## src/rtl/gcd_pkg.sv

```systemverilog
// Shared definitions for the GCD requester and the iterative GCD core.
//   GCD_WIDTH       : operand/result width common to requester and core
//   gcd_req_state_t : requester FSM states
package gcd_pkg;

  localparam int unsigned GCD_WIDTH = 16;

  typedef enum logic [1:0] {
    IDLE,
    LOAD,
    RUN,
    RESP
  } gcd_req_state_t;

endpackage

```

## src/rtl/gcd_req_watchdog.sv

```systemverilog
// Down-counter that bounds how long the requester waits for the core.
// Only instantiated when GCD_TIMEOUT_EN is defined.
// Ports:
//   clk     : clock, posedge
//   rst     : synchronous active-low reset
//   load    : reload the counter with TIMEOUT-1 (asserted on entry to RUN)
//   en      : count enable (requester is in RUN)
//   expired : en is high and TIMEOUT enabled cycles have elapsed since load
module gcd_req_watchdog #(
  parameter int unsigned TIMEOUT = 1024
) (
  input  logic clk,
  input  logic rst,
  input  logic load,
  input  logic en,
  output logic expired
);

  localparam int unsigned CntW = (TIMEOUT > 1) ? $clog2(TIMEOUT) : 1;
  localparam logic [CntW-1:0] CntInit = CntW'(TIMEOUT - 1);

  logic [CntW-1:0] cnt_q, cnt_d;

  always_comb begin
    cnt_d = cnt_q;
    if (load) begin
      cnt_d = CntInit;
    end else if (en && (cnt_q != '0)) begin
      cnt_d = cnt_q - 1'b1;
    end
  end

  always_ff @(posedge clk) begin
    if (!rst) begin
      cnt_q <= '0;
    end else begin
      cnt_q <= cnt_d;
    end
  end

  assign expired = en && (cnt_q == '0);

endmodule

```

## src/rtl/gcd_requester.sv

```systemverilog
// Initiator for the iterative GCD core. Takes operand pairs from an upstream
// valid/ready stream, loads them into the core (core_rst low for LOAD_CYC
// cycles), lets the core run until core_rdy, then presents the result on a
// downstream valid/ready stream. One operation in flight at a time.
// Optional feature: define GCD_TIMEOUT_EN to abort a RUN after TIMEOUT cycles
// (result 0 with out_err=1). Without it RUN waits forever and out_err is 0.
// Ports:
//   clk, rst              : clock (posedge), synchronous active-low reset
//   in_valid/in_ready     : upstream handshake; in_x/in_y operands
//   core_xi/core_yi       : operands to core, held stable through LOAD and RUN
//   core_rst              : to core, 0 = load, 1 = compute (1 only in RUN)
//   core_xo/core_rdy      : core result and result-valid
//   out_valid/out_ready   : downstream handshake; out_gcd result, out_err abort flag
//   done_cnt              : results handed off downstream, wraps
module gcd_requester
  import gcd_pkg::*;
#(
  parameter int unsigned WIDTH    = GCD_WIDTH,
  parameter int unsigned LOAD_CYC = 2,
  parameter int unsigned TIMEOUT  = 1024
) (
  input  logic             clk,
  input  logic             rst,
  input  logic             in_valid,
  output logic             in_ready,
  input  logic [WIDTH-1:0] in_x,
  input  logic [WIDTH-1:0] in_y,
  output logic [WIDTH-1:0] core_xi,
  output logic [WIDTH-1:0] core_yi,
  output logic             core_rst,
  input  logic [WIDTH-1:0] core_xo,
  input  logic             core_rdy,
  output logic             out_valid,
  input  logic             out_ready,
  output logic [WIDTH-1:0] out_gcd,
  output logic             out_err,
  output logic [15:0]      done_cnt
);

  localparam int unsigned LoadW = (LOAD_CYC > 1) ? $clog2(LOAD_CYC) : 1;
  localparam logic [LoadW-1:0] LoadInit = LoadW'(LOAD_CYC - 1);

  gcd_req_state_t   state_q, state_d;
  logic [LoadW-1:0] load_cnt_q, load_cnt_d;
  logic             in_ready_q, in_ready_d;
  logic             core_rst_q, core_rst_d;
  logic [WIDTH-1:0] xi_q, xi_d;
  logic [WIDTH-1:0] yi_q, yi_d;
  logic             out_valid_q, out_valid_d;
  logic [WIDTH-1:0] out_gcd_q, out_gcd_d;
  logic             out_err_q, out_err_d;
  logic [15:0]      done_cnt_q, done_cnt_d;
  logic             wd_expired;

`ifdef GCD_TIMEOUT_EN
  logic wd_load;
  // Reload exactly on the LOAD->RUN transition so the count covers RUN cycles only.
  assign wd_load = (state_q == LOAD) && (load_cnt_q == '0);

  gcd_req_watchdog #(
    .TIMEOUT (TIMEOUT)
  ) u_watchdog (
    .clk     (clk),
    .rst     (rst),
    .load    (wd_load),
    .en      (state_q == RUN),
    .expired (wd_expired)
  );
`else
  logic unused_timeout;
  assign unused_timeout = ^32'(TIMEOUT);
  assign wd_expired     = 1'b0;
`endif

  always_comb begin
    state_d     = state_q;
    load_cnt_d  = load_cnt_q;
    in_ready_d  = in_ready_q;
    core_rst_d  = core_rst_q;
    xi_d        = xi_q;
    yi_d        = yi_q;
    out_valid_d = out_valid_q;
    out_gcd_d   = out_gcd_q;
    out_err_d   = out_err_q;
    done_cnt_d  = done_cnt_q;

    unique case (state_q)
      IDLE: begin
        in_ready_d = 1'b1;
        core_rst_d = 1'b0;
        if (in_valid && in_ready_q) begin
          xi_d       = in_x;
          yi_d       = in_y;
          load_cnt_d = LoadInit;
          in_ready_d = 1'b0;
          state_d    = LOAD;
        end
      end
      LOAD: begin
        if (load_cnt_q == '0) begin
          core_rst_d = 1'b1;
          state_d    = RUN;
        end else begin
          load_cnt_d = load_cnt_q - 1'b1;
        end
      end
      RUN: begin
        // A result arriving on the timeout cycle takes priority over the abort.
        if (core_rdy) begin
          out_gcd_d   = core_xo;
          out_err_d   = 1'b0;
          out_valid_d = 1'b1;
          core_rst_d  = 1'b0;
          state_d     = RESP;
        end else if (wd_expired) begin
          out_gcd_d   = '0;
          out_err_d   = 1'b1;
          out_valid_d = 1'b1;
          core_rst_d  = 1'b0;
          state_d     = RESP;
        end
      end
      RESP: begin
        if (out_valid_q && out_ready) begin
          out_valid_d = 1'b0;
          done_cnt_d  = done_cnt_q + 16'd1;
          // Raise in_ready with the return to IDLE so the next pair can go immediately.
          in_ready_d  = 1'b1;
          state_d     = IDLE;
        end
      end
      default: state_d = IDLE;
    endcase
  end

  always_ff @(posedge clk) begin
    if (!rst) begin
      state_q     <= IDLE;
      load_cnt_q  <= '0;
      in_ready_q  <= 1'b0;
      core_rst_q  <= 1'b0;
      xi_q        <= '0;
      yi_q        <= '0;
      out_valid_q <= 1'b0;
      out_gcd_q   <= '0;
      out_err_q   <= 1'b0;
      done_cnt_q  <= '0;
    end else begin
      state_q     <= state_d;
      load_cnt_q  <= load_cnt_d;
      in_ready_q  <= in_ready_d;
      core_rst_q  <= core_rst_d;
      xi_q        <= xi_d;
      yi_q        <= yi_d;
      out_valid_q <= out_valid_d;
      out_gcd_q   <= out_gcd_d;
      out_err_q   <= out_err_d;
      done_cnt_q  <= done_cnt_d;
    end
  end

  assign in_ready  = in_ready_q;
  assign core_rst  = core_rst_q;
  assign core_xi   = xi_q;
  assign core_yi   = yi_q;
  assign out_valid = out_valid_q;
  assign out_gcd   = out_gcd_q;
  assign out_err   = out_err_q;
  assign done_cnt  = done_cnt_q;

endmodule

```

## config.mk

```make
export PLATFORM = sky130hd
export DESIGN_NAME = gcd_requester
export DESIGN_NICKNAME = d
export VERILOG_FILES = /design/src/rtl/gcd_pkg.sv /design/src/rtl/gcd_req_watchdog.sv /design/src/rtl/gcd_requester.sv
export SDC_FILE = /design/constraint.sdc
export NUM_CORES = 1
export LEC_CHECK = 0
export ABC_AREA = 1
export CORE_AREA = 4 4 100 93
export DETAILED_ROUTE_END_ITERATION = 12
export DIE_AREA = 0 0 104 97
export PLACE_DENSITY = 0.67
export SLEW_MARGIN = 20
export SYNTH_ARGS = -nofsm -noshare
export SYNTH_HDL_FRONTEND = slang
export SYNTH_SLANG_ARGS = --single-unit
```

## constraint.sdc

```tcl
create_clock -name clk -period 1.4 [get_ports clk]
set_input_delay 0.28 -clock clk [delete_from_list [all_inputs] [get_ports clk]]
set_output_delay 0.28 -clock clk [all_outputs]
set_load 0.1 [all_outputs]
```

==> key figures, run 1 <==
Status
  • Status: finished, final reports clean

Detailed routing
  • Drt pass-1 iters: 4
  • Number of antenna-violating nets in the routed design: 0
  • Via count: 2877
  • Final routed wire length divided by cell count: 12.8 µm
  • Total DRC errors in the routed layout: 0
  • Final wirelength: 7.91 mm
  • Number of DRC markers in iteration 0: 49
  • Vias per Instance: 4.66

Place
  • Placed cell count: 598
  • Routability congestion estimate: 0.779
  • Dpl hpwl: 5.87 mm
  • Port Buffer Count: 119

Global route
  • Via count of the first global-routing pass: 2796
  • Grt ovf: 0
  • Global-route wire length before repair: 13.1 mm
  • Antenna violations before repair: 0
  • Largest net degree at the start of global routing: 32
  • Combined global-route utilization of all metal layers: 0.160
  • Global routing usage on met3: 0.0841
  • GR Util met2: 0.254
  • GR Layer Usage met1: 0.183
  • Routing layer with the top usage in global route: met2

Finish
  • Number of standard cells in the layout, taps in and fillers out: 618
  • Net count, final: 570
  • Number of antenna repair diodes: 0
  • Fraction of layout cells with a size suffix above 1: 0.273
  • Layout area overhead: 84.8%
  • FILL cells: 675

Floorplan
  • DIE HEIGHT: 97 µm
  • I/O pin total: 121
  • Die area: 10100 µm²
  • Placement Rows: 32
  • Starting Density: 0.340
  • Area of the core: 8330 µm²
  • X dimension of the die: 104 µm

Pwr
  • Leakage: 2.08 nW
  • IR Drop Worst-Case VDD: 0.00107 V
  • Power density normalized to cell area: 1830 nW/µm²

Setup path
  • Cell breakdown of the critical path: inv_2 -> buf_4 -> ha_2 -> nand2_2 -> buf_4 -> o21ai_0 -> nor2_1
  • CP max-delay cell: sky130_fd_sc_hd__dfxtp_4
  • Delay of the slowest cell on the worst path: 360 ps
  • Largest fanout of any net on the critical path: 16
  • Worst Path Arrival: 1560 ps
  • Critical path's most frequent cell: sky130_fd_sc_hd__buf_4
  • Category of the worst setup path launch point: flop
  • Element type at the critical path end: flop
  • Critical path class: flop to flop
  • Worst endpoint required time: 1630 ps

STA
  • Final clock skew: 8.56 ps
  • Max frequency: 750 MHz
  • Max-slew violation count: 0
  • Fin crit period: 1330 ps
  • Final hold violation count: 0
  • Unrepaired setup endpoints after global routing: yes
  • Setup-violating endpoint count in the final report: 0
  • Smallest hold slack: 343 ps
  • Final worst-path cycle share: 0.953

Yosys
  • Area of the mapped netlist: 2830 µm²
  • Ranking of synthesized cells by area: sky130_fd_sc_hd__dfxtp_1 (49%), sky130_fd_sc_hd__o21ai_0 (10%), sky130_fd_sc_hd__nor2_1 (8.4%), sky130_fd_sc_hd__a21oi_1 (7.8%), sky130_fd_sc_hd__inv_1 (7.2%)
  • Count of different cell masters after synthesis: 26
  • Number of synthesized register bits: 70
  • Area fraction of the dominant cell type after synthesis: 0.495
  • Most area-hungry cell type in the Yosys netlist: sky130_fd_sc_hd__dfxtp_1
  • Syn nets: 436
  • Most numerous cell in the Yosys netlist: sky130_fd_sc_hd__dfxtp_1
  • Average instance area after synthesis: 7.49 µm²
  • Synth async-reset ratio: 0
  • EDFF count, synth: 0
  • Share of the yosys chip area belonging to registers: 0.495
  • Post-Synthesis Cells: 378
  • Primary FF master, synth: sky130_fd_sc_hd__dfxtp_1
  • Leading post-synthesis cells by instance count: sky130_fd_sc_hd__dfxtp_1 (70), sky130_fd_sc_hd__nor2_1 (63), sky130_fd_sc_hd__o21ai_0 (57), sky130_fd_sc_hd__inv_1 (54), sky130_fd_sc_hd__a21oi_1 (44)
  • Yosys warning total: 0

Clock tree
  • Total number of clock tree sinks: 70
  • Root Buffer: sky130_fd_sc_hd__clkbuf_8
  • CTS HTree Levels: 3
  • Clock tree from TritonCTS: built
  • Clock-pin slew on the worst setup and hold paths: 70 ps
  • Clock latency on the worst-skew pair: 340 ps
  • CTS Buf Count: 9
  • Max Buffers Root-to-Sink: 2

Hold path
  • Hold Path Class: primary input to flop

Job
  • Max-cap violation count: 0
what timing repair did:
action                                  4_1_cts  5_1_grt
gates cloned                                  1        1
resized for setup                            12       17
pin swaps                                     1        2
endpoints found under the setup margin       26       32
hold buffers                                  0        0
setup buffers                                 1        2
final timing paths:
check / end / slack (ps) / start / depth (start not counted)
worst max-delay path: out_gcd[0] / 70 / state_q[0] / 7
worst min-delay path: core_yi[5] / 340 / rst / 3
worst max register to register: out_gcd[0] / 70 / state_q[0] / 7
worst min register to register: core_yi[2] / 480 / core_yi[2] / 2
power breakdown:
group,internal [W],switching (W),total [W]
Combinational,0.00195,0.00336,0.00531
Sequential,0.00239,0.000406,0.00280
Clock,0.000779,0.000704,0.00148
kinds of logic (layout without fill, tap and decap cells):
family,count (synthesis),in the layout,synth area share
AOI/OAI and AO/OA,104,104,0.186
xor gates and xnor gates,1,1,0.00309
adders and majority gates,5,5,0.0221
buffers and inverters,72,209,0.104
DFF,70,70,0.495
other,1,1,0.00132
and+or+nand+nor,125,126,0.189
metal layers:
metal / part of all wire / vias to the layer above
met2: 0.45 / 103
met4: 0.015 / 0
met3: 0.10 / 12
li1: - / 1474
met1: 0.43 / 1288
met5: 0 / -
placed cells by master (no fill, tap or decap), types with 2 or more instances in the layout:
cell                              synthesis  routed
sky130_fd_sc_hd__a21oi_1                 44      44
sky130_fd_sc_hd__buf_12                   0      70
sky130_fd_sc_hd__buf_4                    2      16
sky130_fd_sc_hd__clkbuf_1                 7       2
sky130_fd_sc_hd__clkbuf_8                 0      12
sky130_fd_sc_hd__clkdlybuf4s50_1          0      51
sky130_fd_sc_hd__dfxtp_1                 70      51
sky130_fd_sc_hd__dfxtp_2                  0       9
sky130_fd_sc_hd__dfxtp_4                  0      10
sky130_fd_sc_hd__ha_1                     5       2
sky130_fd_sc_hd__ha_2                     0       2
sky130_fd_sc_hd__inv_1                   54      51
sky130_fd_sc_hd__inv_2                    1       3
sky130_fd_sc_hd__nand2_1                 41      39
sky130_fd_sc_hd__nand2_2                  2       4
sky130_fd_sc_hd__nand3_1                  9       8
sky130_fd_sc_hd__nand4_1                  3       3
sky130_fd_sc_hd__nor2_1                  63      60
sky130_fd_sc_hd__nor2_4                   1       4
sky130_fd_sc_hd__nor3_1                   2       2
sky130_fd_sc_hd__o21ai_0                 57      48
sky130_fd_sc_hd__o21ai_1                  1       9
area by class of cell:
cell class,instances,area [µm²],area share
Inverter,55,210,0.0402
Clock buffer,14,173,0.0330
Timing Repair Buffer,139,2060,0.394
Sequential cell,70,1450,0.277
Tap cell,102,128,0.0244
Clock inverter,1,5.00,0.000956
Multi-Input combinational cell,237,1200,0.230
stage by stage:
| stage | setup TNS (ps) | util | setup WS (ps) | power, W | cell area [µm²] |
|---|---|---|---|---|---|
| after floorplan | -2.33 | - | -2.33 | 0.00587 | 2880 |
| after global placement | -3130 | 0.591 | -180 | 0.00781 | 4920 |
| after detailed placement | -4870 | 0.591 | -241 | 0.00789 | 4920 |
| after CTS | 0 | 0.622 | 16.7 | 0.00960 | 5180 |
| after global routing | -33.3 | 0.628 | -11.7 | 0.0100 | 5230 |
| final | 0 | 0.628 | 66.3 | 0.00959 | 5230 |
flip-flops by register name, indices dropped and copies added, names as in the netlist:
| signal | flops |
|---|---|
| core_yi | 16 |
| state_q | 2 |
| core_xi | 16 |
| out_gcd | 16 |
| core_rst | 1 |
| out_valid | 1 |
| load_cnt_q | 1 |
| done_cnt | 16 |
| in_ready | 1 |
worst max-delay path, delay by kind of cell (launching register included):
family / cells / cell delay, ps
simple gates: 2 / 140
flops: 1 / 360
compound gates: 1 / 160
buf+inv: 3 / 370
fa+ha+maj: 1 / 190
Power figures use the tool's default switching activity.
==> run 2: changes to the inputs <==
Settings changed: PLACE_DENSITY 0.67 to 0.7.
Clock period 1.4 ns to 1.1 ns, I/O delays scaled along.
==> key figures, run 2 (synthesis results as in run 1) <==
Status
  • Status: finished with violations
  • Violations in the final reports: negative setup slack

Clock tree
  • Total number of clock tree sinks: 70
  • Max Buffers Root-to-Sink: 2
  • CTS HTree Levels: 3
  • CTS Buf Count: 9
  • Clock tree from TritonCTS: built
  • Root Buffer: sky130_fd_sc_hd__clkbuf_8
  • Clock latency on the worst-skew pair: 340 ps
  • Number of buffers added to fix hold violations after cts: 0
  • Clock-pin slew on the worst setup and hold paths: 80 ps

Finish
  • Net count, final: 622
  • Number of antenna repair diodes: 0
  • Commonest non-fill, non-tap cell in the layout: sky130_fd_sc_hd__buf_12
  • Summed area of non-filler cells in the final layout: 6410 µm²
  • Top library cells by usage in the layout, fill and taps aside: sky130_fd_sc_hd__buf_12 (74), sky130_fd_sc_hd__nor2_1 (58), sky130_fd_sc_hd__clkdlybuf4s50_1 (51)
  • Fraction of layout cells with a size suffix above 1: 0.576
  • Layout area overhead: 126%
  • Number of standard cells in the layout, taps in and fillers out: 671

Setup path
  • CP max-delay cell: sky130_fd_sc_hd__dfxtp_4
  • Delay of the slowest cell on the worst path: 370 ps
  • FF-to-FF Start: state_q[1]
  • CP Depth: 7
  • Worst Path Arrival: 1580 ps
  • Last element of the critical path: core_yi[2]
  • Reg2reg end: core_yi[2]
  • Critical path class: flop to flop
  • Start point of the critical path: state_q[1]
  • Path depth of the worst reg2reg path: 7
  • Largest delay share family, worst path: buffers and inverters
  • Critical path buffers and inverters: 3
  • Largest fanout of any net on the critical path: 5
  • Category of the worst setup path launch point: flop
  • Worst reg-to-reg setup slack: -250 ps
  • Cell breakdown of the critical path: inv_4 -> ha_4 -> nand3_4 -> buf_6 -> buf_16 -> o21ai_2 -> a21oi_2
  • Worst endpoint required time: 1330 ps
  • Element type at the critical path end: flop

Floorplan
  • Starting Density: 0.340
  • Placement Rows: 32
  • I/O pin total: 121
  • X dimension of the die: 104 µm
  • Die area: 10100 µm²
  • DIE HEIGHT: 97 µm
  • Area of the core: 8330 µm²

Global route
  • Antenna violations before repair: 0
  • Combined global-route utilization of all metal layers: 0.198
  • Grt ovf: 0
  • Largest net degree at the start of global routing: 28
  • Via count of the first global-routing pass: 3303
  • Global-route wire length before repair: 16.5 mm

Detailed routing
  • Total DRC errors in the routed layout: 0
  • Vias per Instance: 4.85
  • Final wirelength: 10.8 mm
  • Drt pass-1 iters: 4
  • Number of antenna-violating nets in the routed design: 0
  • Via count: 3251
  • Number of DRC markers in iteration 0: 79
  • Final routed wire length divided by cell count: 16.1 µm

STA
  • Final worst-path cycle share: 1.23
  • Final clock skew: 6.14 ps
  • Sum Neg Setup Slack: -12070 ps
  • Max-slew violation count: 0
  • Slack of the critical path: -251 ps
  • Setup-violating endpoint count in the final report: 91
  • Fin crit period: 1350 ps
  • Final hold violation count: 0
  • Max frequency: 740 MHz
  • Unrepaired setup endpoints after global routing: yes

Place
  • Post-detailed-placement cell area: 5280 µm²
  • Post-Place Setup Slack: -471 ps
  • Dpl hpwl: 6.30 mm
  • Port Buffer Count: 119
  • Routability congestion estimate: 0.737
  • Placed cell count: 611

Pwr
  • Total power consumption of the routed design: 0.0141 W
  • IR Drop Worst-Case VDD: 0.00135 V
  • Power density normalized to cell area: 2190 nW/µm²
  • Leakage: 2.58 nW

Hold path
  • Hold Path Class: primary input to flop
  • Hold path startpoint: rst

Job
  • Max-cap violation count: 0
-- run 2: timing repair --
item                       in CTS  in global routing
cloned                          4                  2
setup endpoints to repair     135                137
resized for setup              92                 47
setup buffers                  27                 11
pin swaps                      15                 13
-- run 2: final cells by class --
class,count,area (µm²)
Timing Repair Buffer,192,2670
Fill cell,506,1920
Multi-Input combinational cell,236,1670
Sequential cell,70,1540
Inverter,55,219
Clock buffer,11,163
Tap cell,102,128
Clock inverter,5,31.3
-- run 2: tightest hold or removal path: cells and delay by family --
family | cells | cell delay (ps)
buffers and inverters | 1 | 180
AO/OA/AOI/OAI | 2 | 170
-- run 2: stage by stage --
| step | util | hold slack, ps |
|---|---|---|
| after global placement | 0.634 | 451 |
| after global routing | 0.770 | 271 |
| after detailed placement | 0.634 | 456 |
| final | 0.770 | 271 |
| after floorplan | - | 378 |
| after CTS | 0.728 | 234 |
-- run 2: report_power, final --
group,internal (W),switching (W)
Sequential,0.00311,0.000559
Clock,0.00101,0.00102
Combinational,0.00342,0.00493
-- run 2: worst min path at each step --
| stage | cells past startpoint | to |
|---|---|---|
| after floorplan | 2 | core_xi[10] |
| after detailed placement | 2 | core_yi[12] |
| after global routing | 3 | in_ready |
| after global placement | 2 | core_yi[12] |
| after CTS | 3 | in_ready |
| final | 3 | in_ready |
-- run 2: routing by layer --
layer,vias to the layer above,track usage,routed length (µm)
li1,1577,-,-
met2,133,0.339,5600
met5,-,0,0
met3,16,0.0674,879
met4,0,0.0675,133
met1,1525,0.230,4170
